### config.mk
export PLATFORM = sky130hd
export DESIGN_NAME = mem_arbiter_flat
export DESIGN_NICKNAME = d
export VERILOG_FILES = /design/src/rtl/mem_arbiter_pkg.sv /design/src/rtl/mem_arbiter_if.sv /design/src/rtl/mem_arbiter_rr_pick.sv /design/src/rtl/mem_arbiter.sv /design/src/flat_wrapper.sv
export SDC_FILE = /design/constraint.sdc
export NUM_CORES = 1
export LEC_CHECK = 0
export ABC_AREA = 1
export ABC_CLOCK_PERIOD_IN_PS = 3740
export CORE_AREA = 4 4 116 118
export CTS_CLUSTER_SIZE = 14
export DETAILED_ROUTE_END_ITERATION = 8
export DIE_AREA = 0 0 120 122
export PLACE_DENSITY = 0.83
export SYNTH_ARGS = -nofsm -noshare
export SYNTH_HDL_FRONTEND = slang
export SYNTH_SLANG_ARGS = --single-unit
### constraint.sdc
create_clock -name clock -period 3.74 [get_ports clock]
set_input_delay 0.748 -clock clock [delete_from_list [all_inputs] [get_ports clock]]
set_output_delay 0.748 -clock clock [all_outputs]
set_load 0.005 [all_outputs]
### src/rtl/mem_arbiter_pkg.sv
// Shared types and width defaults for the round-robin memory burst arbiter.
// Width macros fall back to local defaults when the global header is absent.
`ifndef ADDR_WIDTH
`define ADDR_WIDTH 16
`endif
`ifndef DATA_WIDTH
`define DATA_WIDTH 32
`endif
`ifndef BANDWIDTH
`define BANDWIDTH 1
`endif

package mem_arb_pkg;

    typedef enum logic {
        IDLE  = 1'b0,
        BURST = 1'b1
    } arb_state_t;

    localparam int DEF_ADDR_W = `ADDR_WIDTH;
    localparam int DEF_DATA_W = `DATA_WIDTH * `BANDWIDTH;
    localparam int DEF_LEN_W  = 8;

endpackage

### src/rtl/mem_arbiter_if.sv
// Requester-side and memory-side bus of the memory arbiter.
// The master modport is the arbiter's view; slave is the requesters plus memory.
interface mem_arbiter_if
    import mem_arb_pkg::*;
#(
    parameter int NUM_REQ = 3,
    parameter int ADDR_W  = DEF_ADDR_W,
    parameter int DATA_W  = DEF_DATA_W,
    parameter int LEN_W   = DEF_LEN_W
);
    localparam int ID_W = $clog2(NUM_REQ);

    logic [NUM_REQ-1:0]             req;
    logic [NUM_REQ-1:0]             req_write;
    logic [NUM_REQ-1:0][ADDR_W-1:0] req_addr;
    logic [NUM_REQ-1:0][LEN_W-1:0]  req_len;
    logic [NUM_REQ-1:0][DATA_W-1:0] req_wdata;
    logic [NUM_REQ-1:0]             grant;
    logic                           beat;
    logic [LEN_W-1:0]               beat_idx;
    logic [NUM_REQ-1:0]             done;
    logic                           rvalid;
    logic [ID_W-1:0]                rid;
    logic [DATA_W-1:0]              rdata;
    logic                           mem_read;
    logic                           mem_write;
    logic [ADDR_W-1:0]              mem_address;
    logic [DATA_W-1:0]              mem_writedata;
    logic [DATA_W-1:0]              mem_readdata;

    modport master (
        input  req, req_write, req_addr, req_len, req_wdata, mem_readdata,
        output grant, beat, beat_idx, done, rvalid, rid, rdata,
               mem_read, mem_write, mem_address, mem_writedata
    );

    modport slave (
        output req, req_write, req_addr, req_len, req_wdata, mem_readdata,
        input  grant, beat, beat_idx, done, rvalid, rid, rdata,
               mem_read, mem_write, mem_address, mem_writedata
    );

endinterface

### src/rtl/mem_arbiter_rr_pick.sv
// Combinational round-robin picker: first set request at or after ptr, wrapping.
// Kept generic so other shared-resource arbiters can reuse it.
module rr_pick #(
    parameter  int N    = 3,
    localparam int ID_W = (N > 1) ? $clog2(N) : 1
) (
    input  logic [N-1:0]    req_i,
    input  logic [ID_W-1:0] ptr_i,
    output logic [N-1:0]    win_o,
    output logic [ID_W-1:0] win_id_o
);

    int   idx;
    logic found;

    always_comb begin
        win_o    = '0;
        win_id_o = '0;
        found    = 1'b0;
        idx      = 0;
        for (int i = 0; i < N; i++) begin
            idx = int'(ptr_i) + i;
            if (idx >= N) begin
                idx = idx - N;
            end
            if (!found && req_i[idx]) begin
                found      = 1'b1;
                win_o[idx] = 1'b1;
                win_id_o   = ID_W'(idx);
            end
        end
    end

endmodule

### src/rtl/mem_arbiter.sv
// Round-robin burst arbiter sharing one single-port, 1-cycle-read word memory
// among NUM_REQ requesters; the arbiter generates burst addresses itself.
module mem_arbiter
    import mem_arb_pkg::*;
#(
    parameter int NUM_REQ = 3,
    parameter int ADDR_W  = DEF_ADDR_W,
    parameter int DATA_W  = DEF_DATA_W,
    parameter int LEN_W   = DEF_LEN_W
) (
    input  logic         clock,
    input  logic         reset_n,
    mem_arbiter_if.master bus
);

    localparam int ID_W = $clog2(NUM_REQ);

    arb_state_t         state_q;
    logic [ID_W-1:0]    rrPtr_q;
    logic [ID_W-1:0]    owner_q;
    logic [LEN_W-1:0]   len_q;
    logic [LEN_W-1:0]   beatIdx_q;
    logic [ADDR_W-1:0]  memAddr_q;
    logic [NUM_REQ-1:0] grant_q;
    logic [NUM_REQ-1:0] done_q;
    logic               beat_q;
    logic               memRead_q;
    logic               memWrite_q;
    logic               rvalid_q;
    logic [ID_W-1:0]    rid_q;

    logic [NUM_REQ-1:0] pickWin_d;
    logic [ID_W-1:0]    pickId_d;
    logic [LEN_W-1:0]   nextIdx_d;
    logic [ID_W-1:0]    ptrNext_d;

    rr_pick #(.N(NUM_REQ)) u_pick (
        .req_i    (bus.req),
        .ptr_i    (rrPtr_q),
        .win_o    (pickWin_d),
        .win_id_o (pickId_d)
    );

    assign nextIdx_d = beatIdx_q + LEN_W'(1);
    assign ptrNext_d = (owner_q == ID_W'(NUM_REQ - 1)) ? '0 : owner_q + ID_W'(1);

    // Outputs are registered one cycle ahead so each beat's strobes, address
    // and done pulse line up in the same cycle the memory sees them.
    always_ff @(posedge clock or negedge reset_n) begin
        if (!reset_n) begin
            state_q    <= IDLE;
            rrPtr_q    <= '0;
            owner_q    <= '0;
            len_q      <= '0;
            beatIdx_q  <= '0;
            memAddr_q  <= '0;
            grant_q    <= '0;
            done_q     <= '0;
            beat_q     <= 1'b0;
            memRead_q  <= 1'b0;
            memWrite_q <= 1'b0;
        end else begin
            case (state_q)
                IDLE: begin
                    if (|bus.req) begin
                        state_q    <= BURST;
                        owner_q    <= pickId_d;
                        len_q      <= bus.req_len[pickId_d];
                        beatIdx_q  <= '0;
                        memAddr_q  <= bus.req_addr[pickId_d];
                        grant_q    <= pickWin_d;
                        beat_q     <= 1'b1;
                        memRead_q  <= !bus.req_write[pickId_d];
                        memWrite_q <= bus.req_write[pickId_d];
                        done_q     <= (bus.req_len[pickId_d] == '0) ? pickWin_d : '0;
                    end
                end
                BURST: begin
                    if (beatIdx_q == len_q) begin
                        state_q    <= IDLE;
                        rrPtr_q    <= ptrNext_d;
                        beatIdx_q  <= '0;
                        memAddr_q  <= '0;
                        grant_q    <= '0;
                        done_q     <= '0;
                        beat_q     <= 1'b0;
                        memRead_q  <= 1'b0;
                        memWrite_q <= 1'b0;
                    end else begin
                        beatIdx_q <= nextIdx_d;
                        memAddr_q <= memAddr_q + ADDR_W'(1);
                        done_q    <= (nextIdx_d == len_q) ? grant_q : '0;
                    end
                end
                default: state_q <= IDLE;
            endcase
        end
    end

    always_ff @(posedge clock or negedge reset_n) begin
        if (!reset_n) begin
            rvalid_q <= 1'b0;
            rid_q    <= '0;
        end else begin
            rvalid_q <= memRead_q;
            rid_q    <= memRead_q ? owner_q : '0;
        end
    end

    assign bus.grant         = grant_q;
    assign bus.beat          = beat_q;
    assign bus.beat_idx      = beatIdx_q;
    assign bus.done          = done_q;
    assign bus.rvalid        = rvalid_q;
    assign bus.rid           = rid_q;
    assign bus.rdata         = bus.mem_readdata;
    assign bus.mem_read      = memRead_q;
    assign bus.mem_write     = memWrite_q;
    assign bus.mem_address   = memAddr_q;
    assign bus.mem_writedata = memWrite_q ? bus.req_wdata[owner_q] : '0;

endmodule

### src/flat_wrapper.sv
// flat-port wrapper written by rule: the top's interface ports become plain ports
module mem_arbiter_flat import mem_arb_pkg::*;
#(
    parameter int NUM_REQ = 3,
    parameter int ADDR_W  = DEF_ADDR_W,
    parameter int DATA_W  = DEF_DATA_W,
    parameter int LEN_W   = DEF_LEN_W
)
  (clock, reset_n, bus_req, bus_req_write, bus_req_addr, bus_req_len, bus_req_wdata, bus_mem_readdata, bus_grant, bus_beat, bus_beat_idx, bus_done, bus_rvalid, bus_rid, bus_rdata, bus_mem_read, bus_mem_write, bus_mem_address, bus_mem_writedata);
  mem_arbiter_if #(.NUM_REQ(NUM_REQ), .ADDR_W(ADDR_W), .DATA_W(DATA_W), .LEN_W(LEN_W)) bus_i ();
  input  logic clock;
  input  logic reset_n;
  input wire logic [$bits(bus_i.req)-1:0] bus_req;
  input wire logic [$bits(bus_i.req_write)-1:0] bus_req_write;
  input wire logic [$bits(bus_i.req_addr)-1:0] bus_req_addr;
  input wire logic [$bits(bus_i.req_len)-1:0] bus_req_len;
  input wire logic [$bits(bus_i.req_wdata)-1:0] bus_req_wdata;
  input wire logic [$bits(bus_i.mem_readdata)-1:0] bus_mem_readdata;
  output wire logic [$bits(bus_i.grant)-1:0] bus_grant;
  output wire logic [$bits(bus_i.beat)-1:0] bus_beat;
  output wire logic [$bits(bus_i.beat_idx)-1:0] bus_beat_idx;
  output wire logic [$bits(bus_i.done)-1:0] bus_done;
  output wire logic [$bits(bus_i.rvalid)-1:0] bus_rvalid;
  output wire logic [$bits(bus_i.rid)-1:0] bus_rid;
  output wire logic [$bits(bus_i.rdata)-1:0] bus_rdata;
  output wire logic [$bits(bus_i.mem_read)-1:0] bus_mem_read;
  output wire logic [$bits(bus_i.mem_write)-1:0] bus_mem_write;
  output wire logic [$bits(bus_i.mem_address)-1:0] bus_mem_address;
  output wire logic [$bits(bus_i.mem_writedata)-1:0] bus_mem_writedata;
  assign bus_i.req = bus_req;
  assign bus_i.req_write = bus_req_write;
  assign bus_i.req_addr = bus_req_addr;
  assign bus_i.req_len = bus_req_len;
  assign bus_i.req_wdata = bus_req_wdata;
  assign bus_i.mem_readdata = bus_mem_readdata;
  assign bus_grant = bus_i.grant;
  assign bus_beat = bus_i.beat;
  assign bus_beat_idx = bus_i.beat_idx;
  assign bus_done = bus_i.done;
  assign bus_rvalid = bus_i.rvalid;
  assign bus_rid = bus_i.rid;
  assign bus_rdata = bus_i.rdata;
  assign bus_mem_read = bus_i.mem_read;
  assign bus_mem_write = bus_i.mem_write;
  assign bus_mem_address = bus_i.mem_address;
  assign bus_mem_writedata = bus_i.mem_writedata;
  mem_arbiter #(.NUM_REQ(NUM_REQ), .ADDR_W(ADDR_W), .DATA_W(DATA_W), .LEN_W(LEN_W)) u_core (.clock(clock), .reset_n(reset_n), .bus(bus_i));
endmodule
==> results.txt, run 1 <==
The number of antenna violations at the first check in global routing came out at 2. The repair_antennas step left the layout with diodes totalling 0. The largest family of logic cells by synthesized area is simple AND/OR/NAND/NOR gates. At the pin with the least slew margin, the transition time is 0.941 ns.

The element type at the critical path start is a flop. In this run the critical register-to-register path is launched from u_core.bus.beat_idx[4]. TritonCTS built the clock tree.

CTS built an H-tree with a depth of 2. The max-slew violation total from the final report came out at 0. The startpoint identified for the worst hold timing path is u_core.bus.mem_read. From bottom edge to top edge, the die measures 122 µm. The setup fix buffers added after clock tree synthesis came out at 0. The final routed wirelength across all metal layers came out at 16.9 mm. By instance count, the cell type seen most on the critical path is sky130_fd_sc_hd__nand2_1. Across the whole layout, storage elements account for 0.00123 mm². The worst path arrival time is 2.21 ns. The power density of the placed cells came out at 272 mW/mm². The die width is 120 µm. By area the synthesized netlist is led by sky130_fd_sc_hd__dfrtp_1 27%, sky130_fd_sc_hd__nand2_1 17%, sky130_fd_sc_hd__nand3_1 11%, sky130_fd_sc_hd__inv_1 7.0%, sky130_fd_sc_hd__buf_4 5.7%. The run finished with clean final reports. Setup repair after global routing left no endpoint under its margin. Once placement completed, the tool counted placed cells totaling 1097.

The critical path contains buffers and inverters numbering 3 combined. The post-synthesis share of cell area spent on xor and xnor gates came out at 3.62%. The number of stages on the worst hold path came out at 0.

The slowest stage of the critical path belongs to the cell sky130_fd_sc_hd__dfrtp_1. The required arrival time at the worst endpoint came out at 2.99 ns. The via count is 5529. The clock buffer count from CTS is 5. Among cell families on the critical path, the largest total delay comes from buffers and inverters.

The class of the worst hold path is flop to flop. The synthesized-area fraction occupied by adder cells came out at 1.63%. The cell row count came out at 41. The insertion delay of the later-clocked pin in the worst-skew pair came out at 0.29 ns. The maximum fanout along the worst path is 32. Of the post-synthesis cell area, the dominant cell type holds 26.7%.

The flip-flop and latch count after synthesis came out at 49. The number of I/O pins is 308. The count of warnings emitted by yosys is 0. The setup slack after placement came out at 0.536 ns. The count of mapped cells out of synthesis came out at 738. The total chip power came out at 1.92 mW. STA classifies the critical path endpoint as an output port. The initial cell density of the core came out at 36.9%. The synthesized design contains 0 enable-type register cells. The number of nets with antenna violations after detailed routing is 0. The average footprint of a synthesized cell is 6.23 µm². The number of fillers in the final layout is 1183. The fmax came out at 338 MHz. The die footprint came out at 0.0146 mm². The maximum number of pins on one net before global-route repair is 37. Counting I/O delays and the setup requirement, the final critical path takes 2.96 ns. The fraction of final layout cells sized beyond drive strength 1 is 5.14%. The type of the worst setup path is flop to output port. Setup violations remaining at the end of the flow were counted as 0. The synthesized-area fraction occupied by ao, oa, aoi and oai cells came out at 12.0%. The leakage power of the design is 3.35 nW. The congestion estimate from routability-driven global placement came to 0.970. The cell area after synthesis is 0.00460 mm². The ratio of final minimum period to clock period is 79.2%.

The delay contributed by the slowest stage of the critical path is 0.55 ns. VDD sags by at most 0.232 mV. The number of hold-slack violations in the final timing report came out at 0. The first global-routing pass estimated 26.2 mm of wire. Port buffering added 243 buffers.

After synthesis, the share of cell area in mux cells is 0%. The global-route congestion overflow total is 0. The remaining routing DRC violations is 0.

The clock transition at the register clock pins on the worst setup and hold paths after CTS is 0.07 ns. The relative max-transition margin came out at 37.0%. The most common cell in the netlist is sky130_fd_sc_hd__nand2_1.

The length of the first detailed-routing pass in iterations is 5. The path depth of the worst reg2reg path is 9. The final setup slack of the worst path is 0.777 ns. The count of cells in the finished layout, fillers not included, comes to 1105. In the final timing run, aggregate negative setup slack is 0 ns. The total nets after synthesis is 952. The leading register cell type out of synthesis is sky130_fd_sc_hd__dfrtp_1. The simple-gate share of the synthesized area came out at 39.4%.

The endpoint identified for the worst register-to-register timing path is u_core.bus.mem_address[0]. The maximum number of buffers from clock root to sink is 2. The setup skew after layout came out at 0.00843 ns. The number of clock sinks came out at 49.

The post-synthesis async set-or-reset flop share is 100%. The HPWL after detailed placement is 13.3 mm. The area taken by multi-input logic gates came out at 0.00261 mm². The number of gates given a new drive strength after cts is 0.

The total core area came out at 0.0125 mm². The dominant cell type by area after synthesis is sky130_fd_sc_hd__dfrtp_1. The final net count is 1146. The initial DRC count is 410. The routed via count divided by cell count came out at 5.00. The via count of the first global-routing pass is 5245.

By count the netlist is led by 213 x sky130_fd_sc_hd__nand2_1, 105 x sky130_fd_sc_hd__nand3_1, 86 x sky130_fd_sc_hd__inv_1, 56 x sky130_fd_sc_hd__nor2_1, 49 x sky130_fd_sc_hd__dfrtp_1. Clock tree synthesis selected as its root buffer the cell sky130_fd_sc_hd__clkbuf_16. Walking the worst path, the cells encountered are nor2_2 -> buf_4 -> nand2_1 -> nand3_1 -> nand2_1 -> inv_1 -> clkdlybuf4s50_1. The part of the Yosys area used for sequential elements came out at 26.7%. The number of violations of the max-capacitance limit came out at 0. The setup slack of the worst register-to-register path is 0.92 ns. In the final routed layout, each cell accounts on average for 15.3 µm. In the global route stage, overall resource usage came out at 21.9%.

The area growth from synthesis to layout is 53.9%. The number of hold buffers added after CTS was 0. The number of library cell types mapped by synthesis is 46. The path with the worst hold slack has its endpoint at u_core.bus.rvalid.
## registers in the layout (all words and copies together), names as in the netlist, 2 cells and up
| name | flops |
|---|---|
| u_core.bus.mem_address | 16 |
| u_core.bus.beat_idx | 8 |
| u_core.len_q | 8 |
| u_core.bus.done | 3 |
| u_core.bus.grant | 3 |
| u_core.bus.rid | 2 |
| u_core.owner_q | 2 |
| u_core.rrPtr_q | 2 |
## cell families (layout without fill, tap and decap cells)
family                   Yosys count  in the layout
AND/OR/NAND/NOR                  411            411
AO/OA/AOI/OAI                     95             95
adder cells (fa/ha/maj)            6              6
flip-flops                        49             49
buffers and inverters            158            353
XOR/XNOR                          19             19
## how the worst max path moves through the flow
| stage | start | endpoint | slack (ns) | cells after the start |
|---|---|---|---|---|
| 6_report | u_core.owner_q[0] | bus_mem_writedata[10] | 0.78 | 7 |
| 5_1_grt | bus_req[1] | u_core.bus.mem_address[4] | 0.58 | 13 |
| 4_1_cts | u_core.owner_q[0] | bus_mem_writedata[10] | 0.75 | 7 |
| 3_5_place_dp | bus_req[2] | u_core.bus.mem_address[4] | 0.54 | 13 |
| 3_3_place_gp | bus_req[2] | u_core.bus.mem_write | 0.67 | 13 |
| 2_1_floorplan | u_core.rrPtr_q[0] | u_core.bus.done[1] | 1.59 | 19 |
## cell type report
type                       instances  area share [%]
clock buffer                       5            1.77
clock inverter                     3           0.708
inverter                          93            5.01
multi-input combinational        531            36.9
sequential                        49            17.3
tap                              172            3.04
timing repair buffer             252            35.3
## layer usage
layer  GRT usage (%)  vias up  routed length [µm]
met1            26.7     2516                6870
met5               0        -                  26
met2            38.7      241                8340
met4            5.94        4                 326
li1                -     2734                   -
met3            5.29       34                1350
## metrics by stage
step / hold slack [ns] / utilization (%) / area, µm²
2_1_floorplan: 0.433 / - / 4600
3_3_place_gp: 0.489 / 55.3 / 6900
3_5_place_dp: 0.499 / 55.3 / 6900
4_1_cts: 0.517 / 56.7 / 7070
5_1_grt: 0.544 / 56.7 / 7070
6_report: 0.508 / 56.7 / 7070
## placed cells by master, fill, tap and decap left out, drive strengths merged, types with 2 or more instances in the layout
| cell | instances |
|---|---|
| o22ai | 5 |
| nor3 | 5 |
| nand3 | 109 |
| o211ai | 2 |
| xor2 | 16 |
| xnor2 | 3 |
| clkdlybuf4s50 | 242 |
| clkinv | 2 |
| a22oi | 3 |
| buf | 10 |
| ha | 6 |
| o21ai | 45 |
| nand3b | 4 |
| nand4 | 7 |
| inv | 93 |
| dfrtp | 49 |
| a31oi | 18 |
| nor2 | 60 |
| a21oi | 15 |
| or2 | 3 |
| clkbuf | 5 |
| nand2 | 221 |
## power breakdown
group          internal [mW]  leakage [nW]  switching [mW]  total [mW]
combinational          0.413          2.67           0.266       0.679
sequential             0.604         0.594           0.105       0.708
clock                  0.322        0.0859           0.213       0.535
Power figures use the tool's default switching activity.
==> run 2, diff against run 1 <==
- ABC_CLOCK_PERIOD_IN_PS: 3740 -> 3000
- CORE_AREA: 4 4 116 118 -> not set
- CORE_MARGIN: not set -> 4
- CORE_UTILIZATION: not set -> 37
- DIE_AREA: 0 0 120 122 -> not set
- clock period: 3.74 -> 3 ns (I/O delays scaled with it)
==> run 2 against run 1 <==
Net effect: utilization increased by 1.8 points; die area down 2.5%; largest cell class unchanged; largest power group unchanged; sequential cell count unchanged; clock power is 5.8% higher; highest routed layer is now met4; design area about the same; critical path type unchanged.
==> results.txt, run 2 (synthesis results as in run 1) <==
The required arrival time at the worst endpoint is 2.40 ns (was 2.99 ns). The worst path uses 89.7% of the clock period. The setup fix buffers added after clock tree synthesis came out at 0 (unchanged). The insertion delay of the later-clocked pin in the worst-skew pair was 0.29 ns (about the same). The cell at the root of the clock tree was sky130_fd_sc_hd__clkbuf_16 (unchanged). Derived from the worst setup path, the maximum achievable clock frequency is 372 MHz. The clock buffer count from CTS is 5 (unchanged). The most frequent cell on the critical path is sky130_fd_sc_hd__nand2_1 (unchanged). The HPWL after detailed placement came to 13.6 mm (was 13.3 mm).

The global-route wire length before repair was 27.3 mm (was 26.2 mm). Commonest non-fill, non-tap cells in the layout: 242 x sky130_fd_sc_hd__clkdlybuf4s50_1, 213 x sky130_fd_sc_hd__nand2_1, 105 x sky130_fd_sc_hd__nand3_1, 86 x sky130_fd_sc_hd__inv_1, 53 x sky130_fd_sc_hd__nor2_1 (was 242 x sky130_fd_sc_hd__clkdlybuf4s50_1, 213 x sky130_fd_sc_hd__nand2_1, 105 x sky130_fd_sc_hd__nand3_1, 86 x sky130_fd_sc_hd__inv_1, 54 x sky130_fd_sc_hd__nor2_1). The die width came out at 119 µm (was 120 µm). The setup skew after layout is 0.00593 ns (was 0.00843 ns). The quantity of hold-fixing buffers added after cts came out at 0 (unchanged). The length of the first detailed-routing pass in iterations is 5 (unchanged). The global-route congestion overflow total came out at 0 (unchanged).

The relative max-transition margin is 58.3% (was 37.0%). The shortest clock period the worst path allows after layout came out at 2.69 ns. The element type at the critical path start is a flop (unchanged). The commonest non-fill, non-tap cell in the layout was sky130_fd_sc_hd__clkdlybuf4s50_1 (unchanged). The class of the worst hold path was input port to asynchronous set/reset pin (was flop to flop). The via count is 5455 (was 5529). The maximum number of pins on one net before global-route repair came out at 34 (was 37). The element type at the critical path end was an output port (unchanged).

Unrepaired setup endpoints after global routing: false (unchanged). The maximum number of buffers from clock root to sink is 2 (unchanged). The routed via count divided by cell count came out at 4.93 (was 5.00). The y dimension of the die came to 119 µm (was 122 µm). The cell row count came out at 40 (was 41). The number of nets with antenna violations after detailed routing came to 0 (unchanged).

The remaining routing DRC violations is 0 (unchanged). The number of antenna violations at the first check in global routing is 2 (unchanged). The source of the worst register-to-register timing path is u_core.rrPtr_q[1] (was u_core.bus.beat_idx[4]). The via count of the first global-routing pass is 5396 (was 5245). The sequential cell area is 0.00123 mm² (unchanged). The final routed wirelength across all metal layers is 17.3 mm (was 16.9 mm). The number of I/O pins came out at 308 (unchanged).

The area taken by multi-input logic gates is 0.00261 mm² (about the same). The number of clock sinks came out at 49 (unchanged). The initial DRC count is 437 (was 410). The total core area was 0.0121 mm² (was 0.0125 mm²). The average wire per cell in the routed design came out at 15.6 µm (was 15.3 µm). The number of hold-slack violations in the final timing report was 0 (unchanged).

The max-slew violation total from the final report is 0 (unchanged). The number of violations of the max-capacitance limit was 0 (unchanged). The number of setup violations in the final report is 0 (unchanged). The power density of the placed cells was 325 mW/mm² (was 272 mW/mm²).

The delay contributed by the slowest stage of the critical path is 0.51 ns (was 0.55 ns). The path depth of the worst reg2reg path came out at 15 (was 9). Cell chain of the critical path: nor2_2 -> buf_4 -> nand2_1 -> nand3_1 -> nand2_1 -> inv_1 -> clkdlybuf4s50_1 (unchanged).

The level count of the clock H-tree came out at 2 (unchanged). The clock transition at the register clock pins on the worst setup and hold paths after CTS is 0.07 ns (about the same). The weighted congestion at the end of routability-driven global placement came to 0.890 (was 0.970). The maximum fanout along the worst path is 32 (unchanged). The type of the worst setup path is flop to output port (unchanged). The CTS tree is built (unchanged).

The post-synthesis to final-layout area growth came to 53.7% (was 53.9%). The port buffer count was 243 (unchanged). The number of fillers in the final layout came out at 1175 (was 1183). The die footprint is 0.0143 mm² (was 0.0146 mm²). The worst path arrival time came out at 2.09 ns (was 2.21 ns).

The worst-margin pin slew is 0.625 ns (was 0.941 ns). The flip-flop count of the largest register after layout was 16 (unchanged). Status: finished clean (unchanged). The final net count came to 1149 (was 1146). The setup slack of the worst register-to-register path came out at 0.40 ns (was 0.92 ns). The initial cell density of the core is 38.1% (was 36.9%). The fraction of final layout cells sized beyond drive strength 1 came out at 5.45% (was 5.14%). The total chip power came out at 2.30 mW (was 1.92 mW). The global routing usage summed across all routing layers is 23.4% (was 21.9%). The accumulated negative setup slack came out at 0 ns (unchanged).

The endpoint of the lowest-slack register-to-register path was u_core.bus.mem_address[8] (was u_core.bus.mem_address[0]). The worst-case vdd ir drop came out at 0.324 mV (was 0.232 mV). The leakage power of the design came out at 3.34 nW (was 3.35 nW).

The cell type of the slowest stage on the worst timing path is sky130_fd_sc_hd__clkdlybuf4s50_1 (was sky130_fd_sc_hd__dfrtp_1).
## run 2: cell count changes in the layout (fill, tap and decap cells not counted)
cell                         previous run  this run
sky130_fd_sc_hd__diode_2                0         2
sky130_fd_sc_hd__inv_8                  1         0
sky130_fd_sc_hd__buf_4                  9        12
sky130_fd_sc_hd__clkbuf_1               0         1
sky130_fd_sc_hd__nor2_1                54        53
sky130_fd_sc_hd__clkinv_4               1         0
sky130_fd_sc_hd__nor2_2                 4         5
sky130_fd_sc_hd__clkinvlp_4             0         2
sky130_fd_sc_hd__bufinv_16              1         0
## run 2: cell type report
| class | count | share of cell area (%) |
|---|---|---|
| antenna | 2 | 0.0708 |
| inverter | 93 | 5.01 |
| tap | 168 | 2.98 |
| sequential | 49 | 17.4 |
| clock buffer | 6 | 1.82 |
| timing repair buffer | 255 | 35.6 |
| clock inverter | 2 | 0.213 |
| multi-input combinational | 531 | 36.9 |
## run 2: worst max-delay path: cells and delay by family, from the launching register on
kind	cells	cell delay (ns)
buffers and inverters	3	0.90
AND/OR/NAND/NOR	4	0.43
flip-flops	1	0.45
## run 2: layer usage
layer	vias up	global-route usage [%]	wire length, µm
li1	2744	-	-
met1	2459	27.7	6810
met2	228	42.3	8840
met3	24	6.03	1390
met4	0	5.51	260
met5	-	0	0
## run 2: power breakdown
part	internal, mW	switching (mW)	leakage, nW
combinational	0.518	0.334	2.69
sequential	0.753	0.129	0.594
clock	0.310	0.256	0.0631
## run 2: worst max-delay path by stage
stage	start	end	slack, ns	depth (start not counted)
6_report	u_core.owner_q[0]	bus_mem_writedata[26]	0.31	7
3_3_place_gp	bus_req[2]	u_core.bus.mem_address[4]	0.26	12
2_1_floorplan	u_core.rrPtr_q[0]	u_core.bus.done[1]	0.85	19
5_1_grt	u_core.owner_q[0]	bus_mem_writedata[26]	0.14	7
4_1_cts	u_core.owner_q[0]	bus_mem_writedata[26]	0.27	7
3_5_place_dp	bus_req[2]	u_core.bus.mem_address[2]	0.18	12
## run 2: stage by stage
step / cell area, µm² / hold WS [ns] / worst slack (ns) / utilization [%] / std cells
6_report: 7070 / 0.322 / 0.310 / 58.6 / 1106
5_1_grt: 7070 / 0.353 / 0.144 / 58.6 / 1106
4_1_cts: 7060 / 0.330 / 0.273 / 58.5 / 1104
3_5_place_dp: 6910 / 0.449 / 0.180 / 57.3 / 1096
3_3_place_gp: 6910 / 0.445 / 0.259 / 57.3 / 1096
2_1_floorplan: 4600 / 0.304 / 0.850 / - / 738
## run 2: repair_timing
item                                   CTS  global route
setup endpoints to repair                0             2
gates resized for setup                  0             1
endpoints found under the hold margin    0             0
